===== src/rtl/mul_hilo_stage.sv =====
// ---------------------------------------------------------------------------
// mul_hilo_stage
//
// Sequencing and writeback stage wrapped around a combinational 32x32 signed
// multiplier. It latches the operands onto the multiplier inputs, holds them
// for LATENCY settle cycles, then captures the 64-bit product into the
// architectural HI/LO registers. It also services direct HI/LO writes
// (mthi/mtlo) while no multiply is in flight.
//
// Parameters
//   LATENCY     settle cycles before capture, legal range 1..15
//
// Optional feature
//   MUL_OVERFLOW_FLAG_EN  when defined, `overflow` reports whether the last
//                         captured product fits in 32 signed bits. When
//                         undefined, `overflow` is tied to 0 and the port
//                         list is unchanged.
//
// Ports
//   clock       in   1   system clock, rising edge
//   reset       in   1   synchronous, active-high reset
//   start       in   1   request a multiply (sampled only in IDLE)
//   op_a        in   32  multiplicand (signed)
//   op_b        in   32  multiplier (signed)
//   mul_Q       out  32  operand register feeding the multiplier _Q input
//   mul_M       out  32  operand register feeding the multiplier _M input
//   mul_result  in   64  product returned by the multiplier
//   HI_in       in   32  direct write data for HI
//   LO_in       in   32  direct write data for LO
//   HI_write    in   1   direct HI write enable (IDLE only)
//   LO_write    in   1   direct LO write enable (IDLE only)
//   busy        out  1   high in WAIT and CAPTURE
//   done        out  1   one-cycle pulse in the cycle HI/LO hold the product
//   HI_out      out  32  HI register
//   LO_out      out  32  LO register
//   overflow    out  1   captured product does not fit in 32 signed bits
// ---------------------------------------------------------------------------
module mul_hilo_stage #(
  parameter int LATENCY = 2
) (
  input  logic        clock,
  input  logic        reset,
  input  logic        start,
  input  logic [31:0] op_a,
  input  logic [31:0] op_b,
  output logic [31:0] mul_Q,
  output logic [31:0] mul_M,
  input  logic [63:0] mul_result,
  input  logic [31:0] HI_in,
  input  logic [31:0] LO_in,
  input  logic        HI_write,
  input  logic        LO_write,
  output logic        busy,
  output logic        done,
  output logic [31:0] HI_out,
  output logic [31:0] LO_out,
  output logic        overflow
);

  typedef enum logic [1:0] {
    ST_IDLE    = 2'd0,
    ST_WAIT    = 2'd1,
    ST_CAPTURE = 2'd2
  } state_e;

  // Reload value for the settle counter. WAIT is left when the counter reads
  // zero, so loading LATENCY-1 gives exactly LATENCY WAIT cycles.
  localparam logic [3:0] COUNT_RELOAD = 4'(LATENCY - 1);

  state_e      state_q, state_d;
  logic [3:0]  count_q, count_d;
  logic [31:0] mul_q_q, mul_q_d;
  logic [31:0] mul_m_q, mul_m_d;
  logic [31:0] hi_q, hi_d;
  logic [31:0] lo_q, lo_d;
  logic        busy_q, busy_d;
  logic        done_q, done_d;

`ifdef MUL_OVERFLOW_FLAG_EN
  logic        overflow_q, overflow_d;
  logic        product_overflows;

  // The product fits in 32 signed bits only when the upper word is a pure
  // sign extension of bit 31.
  assign product_overflows = (mul_result[63:32] != {32{mul_result[31]}});
`endif

  // -------------------------------------------------------------------------
  // Next-state and register-update logic
  // -------------------------------------------------------------------------
  always_comb begin
    // NOTE: every signal written here gets a default first so that no path
    // through the case leaves it unassigned, which would infer a latch.
    state_d = state_q;
    count_d = count_q;
    mul_q_d = mul_q_q;
    mul_m_d = mul_m_q;
    hi_d    = hi_q;
    lo_d    = lo_q;
    done_d  = 1'b0;
`ifdef MUL_OVERFLOW_FLAG_EN
    overflow_d = overflow_q;
`endif

    unique case (state_q)
      ST_IDLE: begin
        // Direct writes land even when a start is accepted in the same cycle;
        // the later capture overwrites both registers anyway.
        if (HI_write) hi_d = HI_in;
        if (LO_write) lo_d = LO_in;
        if (start) begin
          mul_q_d = op_a;
          mul_m_d = op_b;
          count_d = COUNT_RELOAD;
          state_d = ST_WAIT;
        end
      end

      ST_WAIT: begin
        // start and direct writes are ignored here: nothing is queued.
        if (count_q == 4'd0) begin
          state_d = ST_CAPTURE;
        end else begin
          count_d = count_q - 4'd1;
        end
      end

      ST_CAPTURE: begin
        hi_d    = mul_result[63:32];
        lo_d    = mul_result[31:0];
        done_d  = 1'b1;
        state_d = ST_IDLE;
`ifdef MUL_OVERFLOW_FLAG_EN
        overflow_d = product_overflows;
`endif
      end

      default: begin
        state_d = ST_IDLE;
      end
    endcase

    // busy is registered from the next state so that it is already high in
    // the first WAIT cycle and already low in the cycle done pulses.
    busy_d = (state_d != ST_IDLE);
  end

  // -------------------------------------------------------------------------
  // State registers
  // -------------------------------------------------------------------------
  // NOTE: sequential state is updated with non-blocking assignments so every
  // register samples the pre-edge values, independent of statement order.
  always_ff @(posedge clock) begin
    if (reset) begin
      state_q <= ST_IDLE;
      count_q <= 4'd0;
      mul_q_q <= 32'd0;
      mul_m_q <= 32'd0;
      hi_q    <= 32'd0;
      lo_q    <= 32'd0;
      busy_q  <= 1'b0;
      done_q  <= 1'b0;
    end else begin
      state_q <= state_d;
      count_q <= count_d;
      mul_q_q <= mul_q_d;
      mul_m_q <= mul_m_d;
      hi_q    <= hi_d;
      lo_q    <= lo_d;
      busy_q  <= busy_d;
      done_q  <= done_d;
    end
  end

`ifdef MUL_OVERFLOW_FLAG_EN
  always_ff @(posedge clock) begin
    if (reset) begin
      overflow_q <= 1'b0;
    end else begin
      overflow_q <= overflow_d;
    end
  end

  assign overflow = overflow_q;
`else
  assign overflow = 1'b0;
`endif

  // -------------------------------------------------------------------------
  // Outputs
  // -------------------------------------------------------------------------
  assign mul_Q  = mul_q_q;
  assign mul_M  = mul_m_q;
  assign HI_out = hi_q;
  assign LO_out = lo_q;
  assign busy   = busy_q;
  assign done   = done_q;

endmodule

===== config.mk =====
export PLATFORM = sky130hd
export DESIGN_NAME = mul_hilo_stage
export DESIGN_NICKNAME = d
export VERILOG_FILES = /design/src/rtl/mul_hilo_stage.sv
export SDC_FILE = /design/constraint.sdc
export NUM_CORES = 1
export LEC_CHECK = 0
export CORE_AREA = 3 3 126 128
export CTS_CLUSTER_SIZE = 14
export DETAILED_ROUTE_END_ITERATION = 16
export DIE_AREA = 0 0 129 131
export DONT_BUFFER_PORTS = 1
export GPL_ROUTABILITY_DRIVEN = 0
export SLEW_MARGIN = 30
export SYNTH_ARGS = -nofsm -noshare
export SYNTH_HDL_FRONTEND = slang
export SYNTH_SLANG_ARGS = --single-unit

===== constraint.sdc =====
create_clock -name clock -period 1.72 [get_ports clock]
set_input_delay 0.43 -clock clock [delete_from_list [all_inputs] [get_ports clock]]
set_output_delay 0.43 -clock clock [all_outputs]
set_load 0.1 [all_outputs]

# ---- After elaboration in Yosys (flattened, before gate mapping)
# Cells that the tools add are included.
dict set report classes {
  add_sub_neg 1
  n_mux 11
  n_eq_ne 6
  reduce_logical 9
}
# cell n
set ops {}
lappend ops {{32-bit one-hot mux with 2 select lines} 2}
lappend ops {{32-bit 2-to-1 mux} 2}
lappend ops {{4-bit 2-to-1 mux} 2}
lappend ops {{2-bit != test, second input constant} 4}
lappend ops {{4-bit one-hot mux with 2 select lines} 1}
lappend ops {{2-bit AND reduction} 3}
lappend ops {{2-bit nonzero test} 3}
lappend ops {{4-bit zero test} 1}
lappend ops {{2-bit 2-to-1 mux} 2}
lappend ops {{2-bit one-hot mux with 2 select lines} 1}
lappend ops {{4-bit by 1-bit subtractor with 4-bit output, second input constant} 1}
lappend ops {{3-bit AND reduction} 1}
lappend ops {{2-bit by 1-bit equality test with 1-bit output, second input constant} 1}
lappend ops {{2-bit equality test, second input constant} 1}
lappend ops {{2-bit zero test} 1}
lappend ops {{1-bit 2-to-1 mux} 1}
dict set report word_totals {
  reg_bits 136
  in_bits 197
  word_cells 35
  out_inout_bits 131
}

# ---- Longest topological paths before layout
dict set report depth {
  ltp_word 4
  mapped_depth 7
  ltp_nobuf 5
}

# ---- Least setup slack after synthesis
# Ideal clock, no wire load.
dict set report synth_path {
  path_type {register to register}
  from {register state_q[0]}
  to {register mul_m_q[10], in the netlist mul_M[10]}
  n_path_buf 4
  path_stages_with_launch 8
  setup_time_ns 0.132
  required_time_ns 1.588
  setup_slack_ns 0.305
  arrival_ns 1.282
  synth_period_minus_slack_ns 1.415
  cell_sequence {dfxtp_1 > buf_2 > or3b_1 > clkbuf_1 > buf_6 > buf_6 > nand2_1 > a21oi_1}
}
dict set report synth_between {
  elab_chain_cells 2
}
# element line
set synth_rtl {}
lappend synth_rtl {{start, declared} 70} ;# state_e state_q, state_d;
lappend synth_rtl {{start signal, assigned} 164} ;# state_q <= state_d;
lappend synth_rtl {{2-bit zero test} 105} ;# unique case (state_q)
lappend synth_rtl {{2-bit AND reduction (no line)} --}
lappend synth_rtl {{end signal, assigned} 167} ;# mul_m_q <= mul_m_d;
lappend synth_rtl {{end, declared} 73} ;# logic [31:0] mul_m_q, mul_m_d;
# Every way passes these cells.
# A chain may end at the register's enable or synchronous reset.

# ---- Worst setup path after layout
dict set report layout_path {
  from {register state_q[1]}
  to {register hi_q[0], in the netlist HI_out[0]}
}
dict set report layout_between {
  elab_chain_cells 3
  word_cells_on_any_way 6
  cone_classes {eq/ne: 2; mux: 1; reduce/logical: 3}
}
# element line
set layout_rtl {}
lappend layout_rtl {{2-bit equality test / 2-bit zero test (equally long branches)} 105}
lappend layout_rtl {{2-bit nonzero test (no line) / 2-bit != test (equally long branches)} --}
lappend layout_rtl {{2-bit AND reduction (no line)} --}
lappend layout_rtl {{end signal, assigned} 168} ;# hi_q <= hi_d;
lappend layout_rtl {{end, declared} 74} ;# logic [31:0] hi_q, hi_d;
# Parallel ways exist; a longest one is shown, timed or not.

==> flow_summary_export.csv <==
group,metric,value,unit
worst_hold_path,holdCritPathClass,"in2reg",
timing,max_clock_freq,659.9,MHz
die,fp-row-count,45,
clock_network,cts_resizes,0,
routing,postRouteWirelength,15.34,mm
yosys,nets_in_the_synthesized_netlist,808,
routing,routed-wl-met3,1.731,mm
placement,port_buffers,0,
die,core_area,14980,sq um
timing,rsz0062_at_grt,"no",
worst_setup_path,timing.critical_path.arrival,1830,ps
yosys,synth_compound_area_share,15.57,%
clock_network,cts_sink_cnt,136,
routing,route.top_layer_used,"met4",
yosys,post_synth.cell_area_avg,9.040,sq um
timing,final-max-slew-violation-count,0,
timing,finalCritPeriodShare,88.11,%
yosys,ys_seq_elements,136,
clock_network,postCtsSetupRepairBufs,0,
grt,maximum_number_of_pins_on_one_net_before_global_route_repair,136,
yosys,synthSimpleGateAreaFrac,15.36,%
clock_network,ctsHtreeMaxLevel,4,
pwr,cellLeakagePower,2.827,nW
routing,number_of_nets_still_failing_antenna_checks_after_routing,0,
yosys,netlist_area,5505,sq um
routing,initial_drt_pass_iterations,4,
cells_and_area,most-common-layout-cells,"136 x dfxtp_1, 131 x buf_4, 128 x nand2_1",
clock_network,clock_insertion_delay_worst_skew,410,ps
yosys,synthesis.yosys.warnings,0,
timing,final_worst_path_period_need,1515,ps
die,top_level_ports,328,
grt,grt.total_usage,17.12,%
yosys,synth_top_family_by_area,"compound AO/OA/AOI/OAI gates",
yosys,yosys.area_share.xor_xnor,0,%
yosys,synth_cell_type_count,27,
clock_network,cts.path.max_buffers,2,
pwr,power.ir.vdd_worst,0.0006344,V
worst_setup_path,critPathKind,"reg2reg",
cells_and_area,layout.cells.most_common,"dfxtp_1",
timing,clock-skew-final,9.560,ps
die,fp.dieArea,16900,sq um
routing,vias,4623,
yosys,muxShareOfSynthArea,12.00,%
flow_run,cap_violations,0,
yosys,synthAdderAreaFrac,0.4545,%
routing,detail_route.drc_violations,0,
cells_and_area,layout-area-overhead-vs-synth,28.57,%
pwr,power_density,1620,nW/um^2
timing,setup_viol,0,
placement,post-dp-hpwl,11.34,mm
grt,grt_pass1_vias,4291,
cells_and_area,layout-drive-gt1-share,23.93,%
routing,route.detailed.vias_per_inst,5.075,
clock_network,cts_tree,"yes",
die,die_w,129,um
grt,antenna_found_initial,0,
routing,wl_met1,5.714,mm
cells_and_area,final_nets,910,
worst_setup_path,setup.worst_path.end_class,"register",
grt,overflow,0,
timing,fin_tns_setup,0,ps
die,dieHeight,131,um
worst_setup_path,worst-path-max-fanout,64,
routing,dr_wl_met2,7.688,mm
timing,hold_violations,0,
status,outcome,"completed",
grt,grt_first_pass_wirelength,22.47,mm
clock_network,cts_clk_pin_slew_worst_paths,60,ps
cells_and_area,final_core_util,47.26,%
cells_and_area,antenna_cells,0,
clock_network,cts_hold_buf,0,
clock_network,clk_root_buffer_cell,"clkbuf_16",
routing,detailedRoute.firstIterationViolations,138,
worst_setup_path,setup.worst_path.start_class,"register",
routing,detail_route.wl_per_cell,16.84,um
yosys,synth_seq_area_share,49.45,%
yosys,netlist_instances,609,
die,initial_utilization,36.76,%
worst_setup_path,cp_data_required_time,2040,ps
clock_network,cts-buffers-inserted,17,
## cells by family (layout without fill, tap and decap cells)
family / after synthesis / in the layout
buf+inv: 58 / 172
compound gates: 135 / 135
fa+ha+maj: 2 / 2
mux: 66 / 66
flops: 136 / 136
simple gates: 211 / 211
other cells: 1 / 1
## flip-flops by register name, summed over array words and instances (netlist names)
register	flops
mul_Q	32
mul_M	32
HI_out	32
busy	1
count_q	4
done	1
state_q	2
LO_out	32
## layout make-up
class	count	area [sq um]
multi-input cells	415	2397
clock buffers	20	456.7
repair buffers	137	1104
clock inverters	11	147.6
fillers	1415	7899
flip-flops and latches	136	2723
inverters	4	15.01
well taps	188	235.2
## cells in the mapped netlist (all sizes together)
cell | number | area, sq um
buf | 30 | 285.3
nand2 | 128 | 480.5
inv | 4 | 15.01
nor3b | 2 | 15.01
o21ba | 3 | 30.03
a211oi | 65 | 488.0
mux2i | 66 | 660.6
or3 | 2 | 12.51
ha | 2 | 25.02
and2 | 1 | 6.260
nor2 | 65 | 244.0
and3 | 1 | 6.260
nand4bb | 1 | 11.26
o311ai | 1 | 8.760
clkbuf | 24 | 90.09
a21oi | 66 | 330.3
nor3 | 4 | 20.02
nor2b | 1 | 13.76
nand3 | 4 | 20.02
dfxtp | 136 | 2723
conb | 1 | 3.750
or3b | 1 | 8.760
or4 | 1 | 7.510
## where the power goes
part           internal, mW  switching, mW
Sequential             3.51          0.139
Combinational         0.867           3.25
Clock                  2.35           1.35
Total                  6.73           4.74
## worst max-delay path, stage by stage, from the launching register on
cell	delay, ps
dfxtp_1	480
buf_4	180
o21ba_2	170
buf_12	240
nor2_1	80
a211oi_1	230
## through the flow
stage / power [mW] / instance area, sq um / cells / hold WS [ps] / worst slack [ps]
3_3_place_gp: 7.787 / 6474 / 880 / 438.5 / 178.6
5_1_grt: 11.96 / 7078 / 911 / 64.89 / 44.94
2_1_floorplan: 7.192 / 5505 / 609 / 462.4 / 305.5
6_report: 11.46 / 7078 / 911 / 95.38 / 204.5
3_5_place_dp: 7.859 / 6474 / 880 / 443.2 / 196.1
4_1_cts: 11.62 / 7078 / 911 / 64.19 / 186.0
## metal layers
| metal | vias to the layer above | track usage [%] |
|---|---|---|
| met5 | - | 0 |
| met1 | 2078 | 18.75 |
| met3 | 20 | 8.415 |
| li1 | 2291 | - |
| met4 | 0 | 4.880 |
| met2 | 234 | 29.48 |
## path summary, 6_finish.rpt
| path | from | endpoint | slack [ps] | depth (start not counted) |
|---|---|---|---|---|
| worst max-delay path | state_q[1] | HI_out[0] | 200 | 5 |
| worst max register to register | state_q[1] | HI_out[0] | 200 | 5 |
| worst min register to register | mul_M[28] | mul_M[28] | 460 | 2 |
| worst min-delay path | reset | count_q[1] | 100 | 1 |
Note: power is estimated with default switching activity, not from simulation.
